`src/rtl/data_mem_pkg.sv`:
```
// Shared types and default sizes for the parametrised data memory.
package data_mem_pkg;

  localparam int unsigned DW_DEF = 8;
  localparam int unsigned AW_DEF = 8;

  typedef enum logic {CLEAR, READY} mem_state_t;

endpackage

```
`src/rtl/data_mem_param_if.sv`:
```
// Request/response bundle between the datapath and the data memory.
interface data_mem_param_if #(
  parameter int unsigned DW = 8,
  parameter int unsigned AW = 8
);
  logic [AW-1:0] DataAddress;
  logic          ReadMem;
  logic          WriteMem;
  logic [DW-1:0] DataIn;
  logic [DW-1:0] DataOut;
  logic          DataValid;
  logic          Busy;

  modport master (
    output DataAddress, ReadMem, WriteMem, DataIn,
    input  DataOut, DataValid, Busy
  );

  modport slave (
    input  DataAddress, ReadMem, WriteMem, DataIn,
    output DataOut, DataValid, Busy
  );
endinterface

```
`src/rtl/mem_clear_seq.sv`:
```
// Post-reset zeroing sweep: walks every word once, then parks in READY.
module mem_clear_seq
  import data_mem_pkg::*;
#(
  parameter int unsigned AW             = AW_DEF,
  parameter int unsigned DEPTH          = 2**AW,
  parameter bit          CLEAR_ON_RESET = 1'b1
) (
  input  logic          CLK,
  input  logic          reset,
  output logic          clr_we_o,
  output logic [AW-1:0] clr_addr_o,
  output logic          busy_o
);

  // One extra bit so DEPTH == 2**AW never wraps before the last compare.
  localparam logic [AW:0] LastIdx = (AW+1)'(DEPTH - 1);
  localparam mem_state_t  RstState = CLEAR_ON_RESET ? CLEAR : READY;

  mem_state_t    state_q, state_d;
  logic [AW:0]   cnt_q, cnt_d;

  // State and sweep counter registers.
  always_ff @(posedge CLK or negedge reset) begin
    if (!reset) begin
      state_q <= RstState;
      cnt_q   <= '0;
    end else begin
      state_q <= state_d;
      cnt_q   <= cnt_d;
    end
  end

  // Next state: advance through the array, leave CLEAR after the last word.
  always_comb begin
    state_d = state_q;
    cnt_d   = cnt_q;
    unique case (state_q)
      CLEAR: begin
        if (cnt_q == LastIdx) begin
          state_d = READY;
        end else begin
          cnt_d = cnt_q + 1'b1;
        end
      end
      READY: state_d = READY;
      default: state_d = RstState;
    endcase
  end

  // Outputs: sweep write strobe, address and busy flag.
  always_comb begin
    busy_o     = (state_q == CLEAR);
    clr_we_o   = (state_q == CLEAR);
    clr_addr_o = cnt_q[AW-1:0];
  end

endmodule

```
`src/rtl/data_mem_param.sv`:
```
// Parametrised data memory: registered read, write-first bypass, post-reset clear sweep.
module data_mem_param
  import data_mem_pkg::*;
#(
  parameter int unsigned DW             = DW_DEF,
  parameter int unsigned AW             = AW_DEF,
  parameter int unsigned DEPTH          = 2**AW,
  parameter bit          CLEAR_ON_RESET = 1'b1
) (
  input  logic             CLK,
  input  logic             reset,
  data_mem_param_if.slave  bus
);

  localparam logic [AW:0] DepthW = (AW+1)'(DEPTH);

  logic [DW-1:0] mem [DEPTH];

  logic          busy;
  logic          clr_we;
  logic [AW-1:0] clr_addr;
  logic          in_range;
  logic          we;
  logic [AW-1:0] waddr;
  logic [DW-1:0] wdata;
  logic [DW-1:0] dout_q, dout_d;
  logic          valid_q, valid_d;

  mem_clear_seq #(
    .AW             (AW),
    .DEPTH          (DEPTH),
    .CLEAR_ON_RESET (CLEAR_ON_RESET)
  ) u_clear_seq (
    .CLK        (CLK),
    .reset      (reset),
    .clr_we_o   (clr_we),
    .clr_addr_o (clr_addr),
    .busy_o     (busy)
  );

  // Single write port: the sweep owns it while busy, the bus otherwise.
  always_comb begin
    in_range = ({1'b0, bus.DataAddress} < DepthW);
    if (busy) begin
      we    = clr_we;
      waddr = clr_addr;
      wdata = '0;
    end else begin
      we    = bus.WriteMem && in_range;
      waddr = bus.DataAddress;
      wdata = bus.DataIn;
    end
  end

  // Array write; contents deliberately have no reset.
  always_ff @(posedge CLK) begin
    if (we) begin
      mem[waddr] <= wdata;
    end
  end

  // Read register next state: write-first bypass, zero for out-of-range, hold when idle.
  always_comb begin
    dout_d  = dout_q;
    valid_d = 1'b0;
    if (busy) begin
      dout_d = '0;
    end else if (bus.ReadMem) begin
      valid_d = 1'b1;
      if (!in_range) begin
        dout_d = '0;
      end else if (bus.WriteMem) begin
        dout_d = bus.DataIn;
      end else begin
        dout_d = mem[bus.DataAddress];
      end
    end
  end

  // Read data and valid registers.
  always_ff @(posedge CLK or negedge reset) begin
    if (!reset) begin
      dout_q  <= '0;
      valid_q <= 1'b0;
    end else begin
      dout_q  <= dout_d;
      valid_q <= valid_d;
    end
  end

  // Drive the bus outputs.
  always_comb begin
    bus.DataOut   = dout_q;
    bus.DataValid = valid_q;
    bus.Busy      = busy;
  end

endmodule

```
`src/flat_wrapper.sv`:
```
// flat-port wrapper written by rule: the top's interface ports become plain ports
module data_mem_param_flat import data_mem_pkg::*;
#(
  parameter int unsigned DW             = DW_DEF,
  parameter int unsigned AW             = AW_DEF,
  parameter int unsigned DEPTH          = 2**AW,
  parameter bit          CLEAR_ON_RESET = 1'b1
)
  (CLK, reset, bus_DataAddress, bus_ReadMem, bus_WriteMem, bus_DataIn, bus_DataOut, bus_DataValid, bus_Busy);
  data_mem_param_if #(.DW(DW), .AW(AW)) bus_i ();
  input  logic CLK;
  input  logic reset;
  input wire logic [$bits(bus_i.DataAddress)-1:0] bus_DataAddress;
  input wire logic [$bits(bus_i.ReadMem)-1:0] bus_ReadMem;
  input wire logic [$bits(bus_i.WriteMem)-1:0] bus_WriteMem;
  input wire logic [$bits(bus_i.DataIn)-1:0] bus_DataIn;
  output wire logic [$bits(bus_i.DataOut)-1:0] bus_DataOut;
  output wire logic [$bits(bus_i.DataValid)-1:0] bus_DataValid;
  output wire logic [$bits(bus_i.Busy)-1:0] bus_Busy;
  assign bus_i.DataAddress = bus_DataAddress;
  assign bus_i.ReadMem = bus_ReadMem;
  assign bus_i.WriteMem = bus_WriteMem;
  assign bus_i.DataIn = bus_DataIn;
  assign bus_DataOut = bus_i.DataOut;
  assign bus_DataValid = bus_i.DataValid;
  assign bus_Busy = bus_i.Busy;
  data_mem_param #(.DW(DW), .AW(AW), .DEPTH(DEPTH), .CLEAR_ON_RESET(CLEAR_ON_RESET)) u_core (.CLK(CLK), .reset(reset), .bus(bus_i));
endmodule
```
`config.mk`:
```
export PLATFORM = sky130hd
export DESIGN_NAME = data_mem_param_flat
export DESIGN_NICKNAME = d
export VERILOG_FILES = /design/src/rtl/data_mem_pkg.sv /design/src/rtl/data_mem_param_if.sv /design/src/rtl/mem_clear_seq.sv /design/src/rtl/data_mem_param.sv /design/src/flat_wrapper.sv
export SDC_FILE = /design/constraint.sdc
export NUM_CORES = 2
export LEC_CHECK = 0
export CAP_MARGIN = 10
export CORE_MARGIN = 1.5
export CORE_UTILIZATION = 30
export CTS_BUF_LIST = sky130_fd_sc_hd__clkbuf_8 sky130_fd_sc_hd__clkbuf_16
export DETAILED_ROUTE_END_ITERATION = 16
export DONT_BUFFER_PORTS = 1
export HOLD_SLACK_MARGIN = 0.1
export SLEW_MARGIN = 20
export SYNTH_ARGS = -nofsm -noshare
export SYNTH_HDL_FRONTEND = slang
export SYNTH_SLANG_ARGS = --single-unit
```
`constraint.sdc`:
```
create_clock -name CLK -period 5.5 [get_ports CLK]
set_input_delay 0.55 -clock CLK [delete_from_list [all_inputs] [get_ports CLK]]
set_output_delay 0.55 -clock CLK [all_outputs]
set_load 0.01 [all_outputs]
```
==> run metrics <==
Slew Limit Fails=0; run status=completed; Worst Setup SP=bus_DataAddress[1]; peak supply drop=approximately 0.35 mV; Max-Cap Viols=0; Die Area=270800 um2; Rel. slew slack=0.02889; Worst Tran Pin Value=roughly 1500 ps; Clock Sinks=2067; Worst EP arrival=between 4000 and 5000 ps; Worst Setup Path Type=in -> reg; reg2reg end=u_core.mem[242][7]; highest clock rate=247.6 MHz; Die X=520.4 um; Post-DP Area=84020 um2; CTS tree=built; largest net degree at the start of global routing=roughly 530; Post-route DRC=0; R2R Setup Slk=1530 ps; die height=520.4 um; GPL Wtd Cong=between 0.8 and 0.9; Placed Cells=7171; area delta synth->final=13.34%; I/O Buffers=0; H-tree depth=4; min Tclk post-route=between 4000 and 5000 ps; WHS=between 200 and 250 ps; Detail Placement HPWL=112300 um; Synth warnings=0; FF-to-FF Start=u_core.u_clear_seq.state_q; Root Buffer=clkbuf_16; post-route clock period utilization=0.7342; vias in the first global route=39417; Avg Inst Size Synth=21.03 um2; Mapped Cells=roughly 3800; final setup vio count=0; CTS clk-pin slew, worst paths=around 70 ps; layout cells sized above 1=0.2152; WP data required=6230 ps; post-cts hold buffer count=30; Routed Antenna Nets=0; Post-synth EDFFs=2048; Post-CTS Setup Bufs=0; 1st-iter DRT viols=4701; clock skew=56.52 ps; Synth Register Bits=2067; initial antenna violation count=10; site row count=189; Resize count post-CTS=0; core area=265800 um2; sequential share of the synthesized area=0.7717; Worst R2R Path Depth=4; PwrDens=between 300 and 400 nW/um2; Fin Setup TNS=0 ps; Synth Flop Type=edfxtp_1; endpoint kind of the worst setup timing path=register; later-pin clock latency in the skew report=between 800 and 900 ps; # IOs=30; via count=38733; initial core utilization=0.3021; Synthesized Nets=around 3800; RSZ-0062 raised after global routing=no; final cell area excluding filler cells=91030 um2; drt wl/cell=roughly 26 um; Cell Count, Final, Fillers Out=7592; grt total ovfl=0; drt pass-1 iters=5; final net count=a little under 4000; Via density=5.102; CTS buffer count=200; Synth cell types=55; Post-Route WL=199300 um; CP Max Fanout=132; CTS max path bufs=3; Fin. Hold Viols=0; total track usage=0.1447; worst hold path type=in -> async; async set-or-reset flop fraction in the synthesized netlist=0.009192; static leakage=22.37 nW; Startpoint Class=input port; Mapped Area=80310 um2; global-route wire length before repair=between 200000 and 300000 um
stage by stage:
| step | utilization | setup WS (ps) | power (mW) |
|---|---|---|---|
| 2_1_floorplan | - | 258.4 | 17.89 |
| 3_3_place_gp | 0.3161 | 1457 | 17.79 |
| 3_5_place_dp | 0.3161 | 1483 | 17.79 |
| 4_1_cts | 0.3419 | 1545 | 31.29 |
| 5_1_grt | 0.3424 | 1382 | 31.92 |
| 6_report | 0.3425 | 1462 | 31.15 |
placed cells by master (no fill, tap or decap), types with 16 or more instances in the layout:
| master | n |
|---|---|
| a21oi_1 | 58 |
| buf_4 | 40 |
| a211oi_1 | 31 |
| a22o_1 | 17 |
| edfxtp_1 | 2048 |
| nor2_1 | 283 |
| dlygate4sd3_1 | 29 |
| dfrtp_1 | 19 |
| clkinv_2 | 34 |
| o221ai_1 | 20 |
| nor2b_1 | 27 |
| clkinv_1 | 53 |
| inv_1 | 47 |
| a22oi_1 | 63 |
| o22ai_1 | 48 |
| nor3_1 | 36 |
| nor4_1 | 16 |
| bufinv_16 | 20 |
| diode_2 | 16 |
| o21ai_0 | 50 |
| mux2i_1 | 96 |
| clkbuf_16 | 201 |
| mux4_2 | 489 |
| nand2_1 | 87 |
| nand3_1 | 31 |
area by class of cell:
| class | instances | area [um2] |
|---|---|---|
| Fill cell | 24663 | 174800 |
| Sequential cell | 2067 | 61970 |
| Multi-Input combinational cell | 1507 | 17100 |
| Clock buffer | 201 | 5030 |
| Tap cell | 3533 | 4420 |
| Clock inverter | 170 | 1515 |
| Timing Repair Buffer | 83 | 893.4 |
| Inverter | 15 | 56.30 |
| Antenna cell | 16 | 40.04 |
registers in the layout (all words and copies together) (netlist names):
register,count
u_core.u_clear_seq.cnt_q,9
u_core.u_clear_seq.state_q,1
u_core.mem,2048
u_core.bus.DataOut,8
u_core.bus.DataValid,1
critical path, stage by stage:
cell and delay [ps]:
buf_16 500, buf_16 530, mux4_2 460, mux4_2 540
o21ai_0 780, a21oi_1 100, a32o_1 300, dlygate4sd3_1 560
routing by layer:
metal	vias up	track usage	routed length [um]
met5	-	0	0
met4	0	0.06253	8071
met3	346	0.02970	15940
met2	1781	0.2249	92790
met1	20544	0.1966	82530
li1	16062	-	-
logic make-up (layout without fill, tap and decap cells):
group           count (synthesis)  in the layout  share of synthesized area
other cells                     0             16                          0
simple gates                  561            561                    0.03117
fa+ha+maj                       2              2                  0.0003115
compound gates                344            344                    0.02932
flops                        2067           2067                     0.7717
buf+inv                       244            469                    0.01653
xor+xnor                        7              7                  0.0007634
mux                           593            593                     0.1502
power by group:
part / internal (mW) / switching [mW] / total [mW] / leakage, nW
clock: 7.63 / 5.96 / 13.6 / 3.30
sequential: 17.0 / 0 / 17.0 / 14.4
combinational: 0.252 / 0.271 / 0.523 / 4.67
Yosys cell counts (6+ instances only):
cell      instances  area, um2
nand2b_1         10      62.56
mux2_2            8      90.09
nor4_1           17      106.4
nor3_1           36      180.2
nor2_1          285       1070
a32o_1            8      80.08
edfxtp_1       2048      61500
buf_4            26      195.2
o21ai_0          52      260.3
buf_6            18      202.7
a21oi_1          58      290.3
buf_1            20      75.07
a31oi_1           8      50.05
a221oi_1         15      131.4
nor2b_1          28      175.2
a22oi_1          63      473.0
mux4_2          489      11010
inv_1            15      56.30
a211oi_1         31      232.7
o22ai_1          48      300.3
o31ai_1           8      60.06
a22o_1           17      148.9
nand3_1          31      155.2
or4_1             8      60.06
and2_1           20      125.1
xnor2_1           6      52.55
buf_2            59      295.3
o221ai_1         20      175.2
o32a_1            7      70.07
clkbuf_1         98      367.9
mux2i_1          96      960.9
nand2_1         100      375.4
dfrtp_1          19      475.5
worst max-delay path by stage:
stage                            end  depth (start not counted)
2_1_floorplan       u_core.mem[0][0]                          4
3_3_place_gp      u_core.mem[137][6]                          4
3_5_place_dp      u_core.mem[234][1]                          4
4_1_cts           u_core.mem[242][7]                          4
5_1_grt        u_core.bus.DataOut[3]                          8
6_report       u_core.bus.DataOut[3]                          8
Power figures use the tool's default switching activity.
